--- src/rtl/a2d_sequencer.sv ---
// a2d_sequencer: round-robin A2D conversion sequencer.
// Sweeps channels 0..NUM_CH-1, averages 2^LOG2_AVG conversions per channel
// into a result register, then waits out the sweep period before the next
// sweep. Results are read through a registered read port.
module a2d_sequencer #(
  parameter int NUM_CH   = 8,
  parameter int LOG2_AVG = 2,
  parameter int PERIOD   = 4096,
  parameter int TIMEOUT  = 8192
) (
  input  logic        clk,
  input  logic        rst,
  input  logic        en,
  output logic        strt_cnv,
  output logic [2:0]  chnnl,
  input  logic        cnv_cmplt,
  input  logic [11:0] res,
  input  logic [2:0]  rd_ch,
  output logic [11:0] rd_data,
  output logic        busy,
  output logic        sweep_done,
  output logic        data_vld,
  output logic        to_err
);

  localparam int ACC_W  = 12 + LOG2_AVG;
  localparam int SAMP_W = 5;
  localparam int PER_W  = $clog2(PERIOD);
  localparam int TO_W   = $clog2(TIMEOUT);

  localparam logic [SAMP_W-1:0] SAMP_LAST = SAMP_W'((1 << LOG2_AVG) - 1);
  localparam logic [2:0]        LAST_CH   = 3'(NUM_CH - 1);
  localparam logic [3:0]        NUM_CH_L  = 4'(NUM_CH);
  localparam logic [PER_W-1:0]  PER_LAST  = PER_W'(PERIOD - 1);
  localparam logic [TO_W-1:0]   TO_LAST   = TO_W'(TIMEOUT - 1);

  typedef enum logic [1:0] {IDLE, START, CONV, PWAIT} state_t;

  state_t              state_q;
  logic [2:0]          ch_q;
  logic [SAMP_W-1:0]   samp_q;
  logic [ACC_W-1:0]    acc_q;
  logic [ACC_W-1:0]    acc_d;
  logic [PER_W-1:0]    per_q;
  logic [TO_W-1:0]     to_q;
  logic [11:0]         avg_q [8];
  logic                strt_q;
  logic [2:0]          chnnl_q;
  logic [11:0]         rd_q;
  logic                busy_q;
  logic                sd_q;
  logic                vld_q;
  logic                err_q;

  // Truncating average: drop the LOG2_AVG fraction bits of the sum.
  function automatic logic [11:0] avg_trunc(input logic [ACC_W-1:0] sum);
    return sum[ACC_W-1 -: 12];
  endfunction

  // Running sum including the sample being captured this cycle.
  always_comb begin
    acc_d = acc_q + ACC_W'(res);
  end

  // Sequencer FSM with registered handshake, status and read-port outputs.
  always_ff @(posedge clk) begin
    if (rst) begin
      state_q <= IDLE;
      ch_q    <= '0;
      samp_q  <= '0;
      acc_q   <= '0;
      per_q   <= '0;
      to_q    <= '0;
      strt_q  <= 1'b0;
      chnnl_q <= '0;
      rd_q    <= '0;
      busy_q  <= 1'b0;
      sd_q    <= 1'b0;
      vld_q   <= 1'b0;
      err_q   <= 1'b0;
      for (int i = 0; i < 8; i++) avg_q[i] <= '0;
    end else begin
      strt_q <= 1'b0;
      sd_q   <= 1'b0;

      // Registered read; a same-cycle write is seen one cycle later.
      rd_q <= ({1'b0, rd_ch} < NUM_CH_L) ? avg_q[rd_ch] : '0;

      // Sweep period counter saturates so a long sweep leaves one PWAIT cycle.
      if (state_q != IDLE && per_q != PER_LAST) per_q <= per_q + PER_W'(1);

      case (state_q)
        IDLE: begin
          if (en) begin
            state_q <= START;
            ch_q    <= '0;
            samp_q  <= '0;
            acc_q   <= '0;
            per_q   <= '0;
            strt_q  <= 1'b1;
            chnnl_q <= '0;
            busy_q  <= 1'b1;
          end
        end

        START: begin
          to_q    <= '0;
          state_q <= CONV;
        end

        CONV: begin
          to_q <= to_q + TO_W'(1);
          if (cnv_cmplt) begin
            if (samp_q == SAMP_LAST) begin
              avg_q[ch_q] <= avg_trunc(acc_d);
              acc_q       <= '0;
              samp_q      <= '0;
              if (ch_q == LAST_CH) begin
                sd_q    <= 1'b1;
                vld_q   <= 1'b1;
                state_q <= PWAIT;
              end else begin
                ch_q    <= ch_q + 3'd1;
                chnnl_q <= ch_q + 3'd1;
                strt_q  <= 1'b1;
                state_q <= START;
              end
            end else begin
              acc_q   <= acc_d;
              samp_q  <= samp_q + SAMP_W'(1);
              chnnl_q <= ch_q;
              strt_q  <= 1'b1;
              state_q <= START;
            end
          end else if (to_q == TO_LAST) begin
            // Give up on this conversion and retry the same sample.
            err_q   <= 1'b1;
            chnnl_q <= ch_q;
            strt_q  <= 1'b1;
            state_q <= START;
          end
        end

        PWAIT: begin
          if (per_q == PER_LAST) begin
            if (en) begin
              state_q <= START;
              ch_q    <= '0;
              samp_q  <= '0;
              acc_q   <= '0;
              per_q   <= '0;
              strt_q  <= 1'b1;
              chnnl_q <= '0;
            end else begin
              state_q <= IDLE;
              busy_q  <= 1'b0;
            end
          end
        end

        default: begin
          state_q <= IDLE;
          busy_q  <= 1'b0;
        end
      endcase
    end
  end

  assign strt_cnv   = strt_q;
  assign chnnl      = chnnl_q;
  assign rd_data    = rd_q;
  assign busy       = busy_q;
  assign sweep_done = sd_q;
  assign data_vld   = vld_q;
  assign to_err     = err_q;

endmodule

--- config.mk ---
export PLATFORM = sky130hd
export DESIGN_NAME = a2d_sequencer
export DESIGN_NICKNAME = d
export VERILOG_FILES = /design/src/rtl/a2d_sequencer.sv
export SDC_FILE = /design/constraint.sdc
export NUM_CORES = 1
export LEC_CHECK = 0
export CAP_MARGIN = 20
export CORE_MARGIN = 2
export CORE_UTILIZATION = 35
export DETAILED_ROUTE_END_ITERATION = 10
export SLEW_MARGIN = 0
export SYNTH_ARGS = -nofsm -noshare
export SYNTH_HDL_FRONTEND = slang
export SYNTH_SLANG_ARGS = --single-unit
--- constraint.sdc ---
create_clock -name clk -period 5.9 [get_ports clk]
set_clock_uncertainty 0.15 [all_clocks]
set_input_delay 0.885 -clock clk [delete_from_list [all_inputs] [get_ports clk]]
set_output_delay 0.885 -clock clk [all_outputs]
set_load 0.03 [all_outputs]
==> results.sh <==
export IMPL_grt_max_degree=43
export IMPL_grt_first_pass_wirelength_mm=26.6
export IMPL_critical_path_n_buffers_inverters=1
export IMPL_ir_worst_vdd_v=0.000201
export IMPL_drt_initial_drc_count=392
export IMPL_core_region_area_mm2=0.0212
export IMPL_place_detailed_instances=948
export IMPL_tritoncts_num_buffers=17
export IMPL_gr_usage_all_layers_pct=15.5
export IMPL_number_of_enable_type_register_cells_in_the_synthesized_netlist=96
export IMPL_place_hpwl_mm=10.8
export IMPL_n_antenna_cell=0
export IMPL_cts_max_path_buffers=2
export IMPL_worstPathArrival_ns=3.35
export IMPL_avgSynthCellArea_um2=11.4
export IMPL_via_count=4930
export IMPL_post_route_drc_count=0
export IMPL_worst_path_largest_cell_delay_ns=0.46
export IMPL_drt_wirelength_per_cell_um=16.9
export IMPL_post_synth_instance_area_mm2=0.00762
export IMPL_finalWirelength_mm=16.6
export IMPL_detailroute_wirelength_met2_mm=8.06
export IMPL_filler_cell_count=2016
export IMPL_place_congestion=0.781
export IMPL_cp_cell_sequence="clkdlybuf4s50_1, ha_1, fa_1, a211oi_2, o211ai_1, a21o_1, a21oi_1, xor2_2, nor2_1"
export IMPL_worst_endpoint_required_ns=5.92
export IMPL_setup_viol_count_final=0
export IMPL_clk_pin_slew_ns=0.07
export IMPL_post_route_period_util_pct=56.4
export IMPL_die_width_um=152
export IMPL_post_dp_cell_area_mm2=0.00819
export IMPL_post_synth_inst_count=667
export IMPL_drt_met1_wl_mm=7.42
export IMPL_final_hold_violation_count=0
export IMPL_hold_class="register to register"
export IMPL_synth_flop_cell="sky130_fd_sc_hd__edfxtp_1"
export IMPL_final_layout_size_suffix_gt1_share_pct=10.6
export IMPL_min_period_ns=3.33
export IMPL_cellPowerDensity_mw_per_mm2=324
export IMPL_first_global_vias=4867
export IMPL_yosys_cell_types_count=61
export IMPL_run_status="complete, no violations"
export IMPL_final_core_utilization_pct=41.2
export IMPL_cts_repair_resize_count=0
export IMPL_pin_count=39
export IMPL_postSynth_asyncResetShare_pct=0
export IMPL_top_signal_layer_used="met4"
export IMPL_r2r_slack_ns=2.63
export IMPL_worstPathMaxFanout=9
export IMPL_yosysWarningCount=0
export IMPL_worst_slew_pin_transition_ns=1.06
export IMPL_post_layout_nonfiller_instances=980
export IMPL_cts_root_buffer="sky130_fd_sc_hd__clkbuf_16"
export IMPL_crit_type="primary input to register"
export IMPL_nets=733
export IMPL_floorplan_die_area_mm2=0.0230
export IMPL_fin_tns_setup_ns=0
export IMPL_timing_final_max_slew_violations=0
export IMPL_synth_fp_nets=708
export IMPL_insertion_delay_ns=0.43
export IMPL_first_pass_iteration_count_of_the_detailed_router=5
export IMPL_htree_levels=4
export IMPL_synth_seq_cells=165
export IMPL_achievable_frequency_mhz=300
export IMPL_row_count=53
export IMPL_antenna_left=0
export IMPL_max_slew_margin_rel_pct=29.1
export IMPL_worst_path_cell_with_the_longest_stage_delay="sky130_fd_sc_hd__fa_1"
export IMPL_final_cell_area_mm2=0.00874
export IMPL_cts_hold_buffers_added=0
export IMPL_seq_area_frac_synth_pct=56.0
export IMPL_port_buffer_count=38
export IMPL_total_power_w=0.00283
export IMPL_grt_antenna_before_repair=0
export IMPL_postCtsSetupBuffers=0
export IMPL_critical_path_top_delay_family="compound AO/OA/AOI/OAI gates"
export IMPL_floorplan_initialDensity_pct=35.9
export IMPL_crit_path_end_kind="register"
export IMPL_routed_via_density=5.03
export IMPL_grt_overflow=0
export IMPL_cts_tree="yes"
export IMPL_crit_path_start_kind="primary input"
export IMPL_cts_sink_count=165
export IMPL_met3WireLength_um=875
export IMPL_unrepaired_setup_endpoints_after_global_routing="no"
export IMPL_syn2layout_area_growth_pct=14.7
export IMPL_dieHeight_um=152
export IMPL_leakage_nw=3.15
export IMPL_maxCapViolations=0
-- synthesized netlist by cell type (all sizes together), types with 2 or more instances --
master / number / share of area [%]
o21bai: 2 / 0.20
nand4: 17 / 1.6
inv: 12 / 0.59
xor2: 23 / 2.8
or3: 3 / 0.25
dfxtp: 69 / 18
a311o: 2 / 0.26
ha: 21 / 3.4
o211ai: 2 / 0.20
xnor2: 10 / 1.3
edfxtp: 96 / 38
buf: 23 / 1.6
a31oi: 4 / 0.33
clkbuf: 10 / 0.49
a21oi: 29 / 1.9
nor3: 12 / 0.85
nor4b: 3 / 0.54
nand2b: 3 / 0.25
nor2: 156 / 7.7
and2: 3 / 0.25
mux2i: 16 / 2.1
nor4: 3 / 0.44
mux4: 24 / 7.1
o41ai: 3 / 0.34
o21ai: 23 / 1.6
and3: 4 / 0.33
nor2b: 2 / 0.16
nand2: 40 / 2.0
a21o: 7 / 0.69
a2bb2oi: 3 / 0.34
a211oi: 4 / 0.53
nand3: 24 / 1.7
-- stage by stage --
step	setup WS (ns)	hold slack (ns)
2_1_floorplan	2.84	0.286
3_3_place_gp	2.14	0.287
3_5_place_dp	2.15	0.302
4_1_cts	2.58	0.316
5_1_grt	2.38	0.324
6_report	2.57	0.309
-- final cells by class --
class                      count  area (um2)  share of cell area (%)
timing repair buffer          39         378                    4.32
sequential                   165        4260                    48.8
clock buffer                  22         454                    5.20
multi-input combinational    457        3150                    36.1
inverter                      12        45.0                   0.515
clock inverter                10        98.8                    1.13
tap                          275         344                    3.94
-- where the power goes --
part	internal [W]	leakage, nW	total, W	switching (W)
registers	0.00127	1.55	0.00130	0.0000307
clock network	0.000595	0.267	0.00105	0.000457
logic	0.000166	1.34	0.000482	0.000316
-- sequential cells by signal, summed over array words and instances (netlist names) --
register / count
state_q: 2
strt_cnv: 1
data_vld: 1
acc_q: 14
chnnl: 3
to_q: 13
samp_q: 5
avg_q: 96
sweep_done: 1
ch_q: 3
busy: 1
to_err: 1
per_q: 12
rd_data: 12
-- worst reg2reg max path: stages (launching register included) --
cell	delay, ns
sky130_fd_sc_hd__dfxtp_1	0.37
sky130_fd_sc_hd__inv_1	0.11
sky130_fd_sc_hd__ha_1	0.41
sky130_fd_sc_hd__inv_1	0.34
sky130_fd_sc_hd__nor4_4	0.41
sky130_fd_sc_hd__nand2_1	0.46
sky130_fd_sc_hd__nand2_1	0.67
-- per-layer routing --
metal | vias up | GRT usage (%)
li1 | 2448 | -
met4 | 0 | 4.54
met2 | 108 | 25.8
met1 | 2354 | 20.0
met3 | 20 | 3.77
met5 | - | 0
-- cell usage in the layout (no fill, tap or decap), types with 4 or more instances in the layout --
cell / instances
sky130_fd_sc_hd__xnor2_1: 8
sky130_fd_sc_hd__nand3_1: 23
sky130_fd_sc_hd__a21oi_1: 29
sky130_fd_sc_hd__a31oi_1: 4
sky130_fd_sc_hd__mux4_2: 24
sky130_fd_sc_hd__clkbuf_16: 17
sky130_fd_sc_hd__nor2_1: 155
sky130_fd_sc_hd__o21ai_0: 17
sky130_fd_sc_hd__clkbuf_1: 4
sky130_fd_sc_hd__o21ai_1: 5
sky130_fd_sc_hd__a21o_1: 7
sky130_fd_sc_hd__dfxtp_1: 69
sky130_fd_sc_hd__nand4_1: 14
sky130_fd_sc_hd__inv_1: 12
sky130_fd_sc_hd__xor2_1: 21
sky130_fd_sc_hd__clkdlybuf4s50_1: 36
sky130_fd_sc_hd__and3_1: 4
sky130_fd_sc_hd__clkinv_4: 4
sky130_fd_sc_hd__nand2_1: 38
sky130_fd_sc_hd__edfxtp_1: 96
sky130_fd_sc_hd__ha_1: 21
sky130_fd_sc_hd__nor3_1: 11
sky130_fd_sc_hd__mux2i_1: 16
-- worst paths after layout --
check | endpoint | from | cells past startpoint
min | data_vld | data_vld | 1
min reg2reg | data_vld | data_vld | 1
max reg2reg | avg_q[2][0] | state_q[0] | 6
max | avg_q[3][8] | res[0] | 9
-- cells by family (layout without fill, tap and decap cells) --
kind of cell | Yosys count | after routing | synth area share (%)
simple gates | 275 | 275 | 16.7
flops | 165 | 165 | 56.0
compound gates | 87 | 87 | 7.55
buf+inv | 45 | 83 | 2.64
mux | 40 | 40 | 9.20
xor+xnor | 33 | 33 | 4.19
fa+ha+maj | 22 | 22 | 3.71
Power figures use the tool's default switching activity.
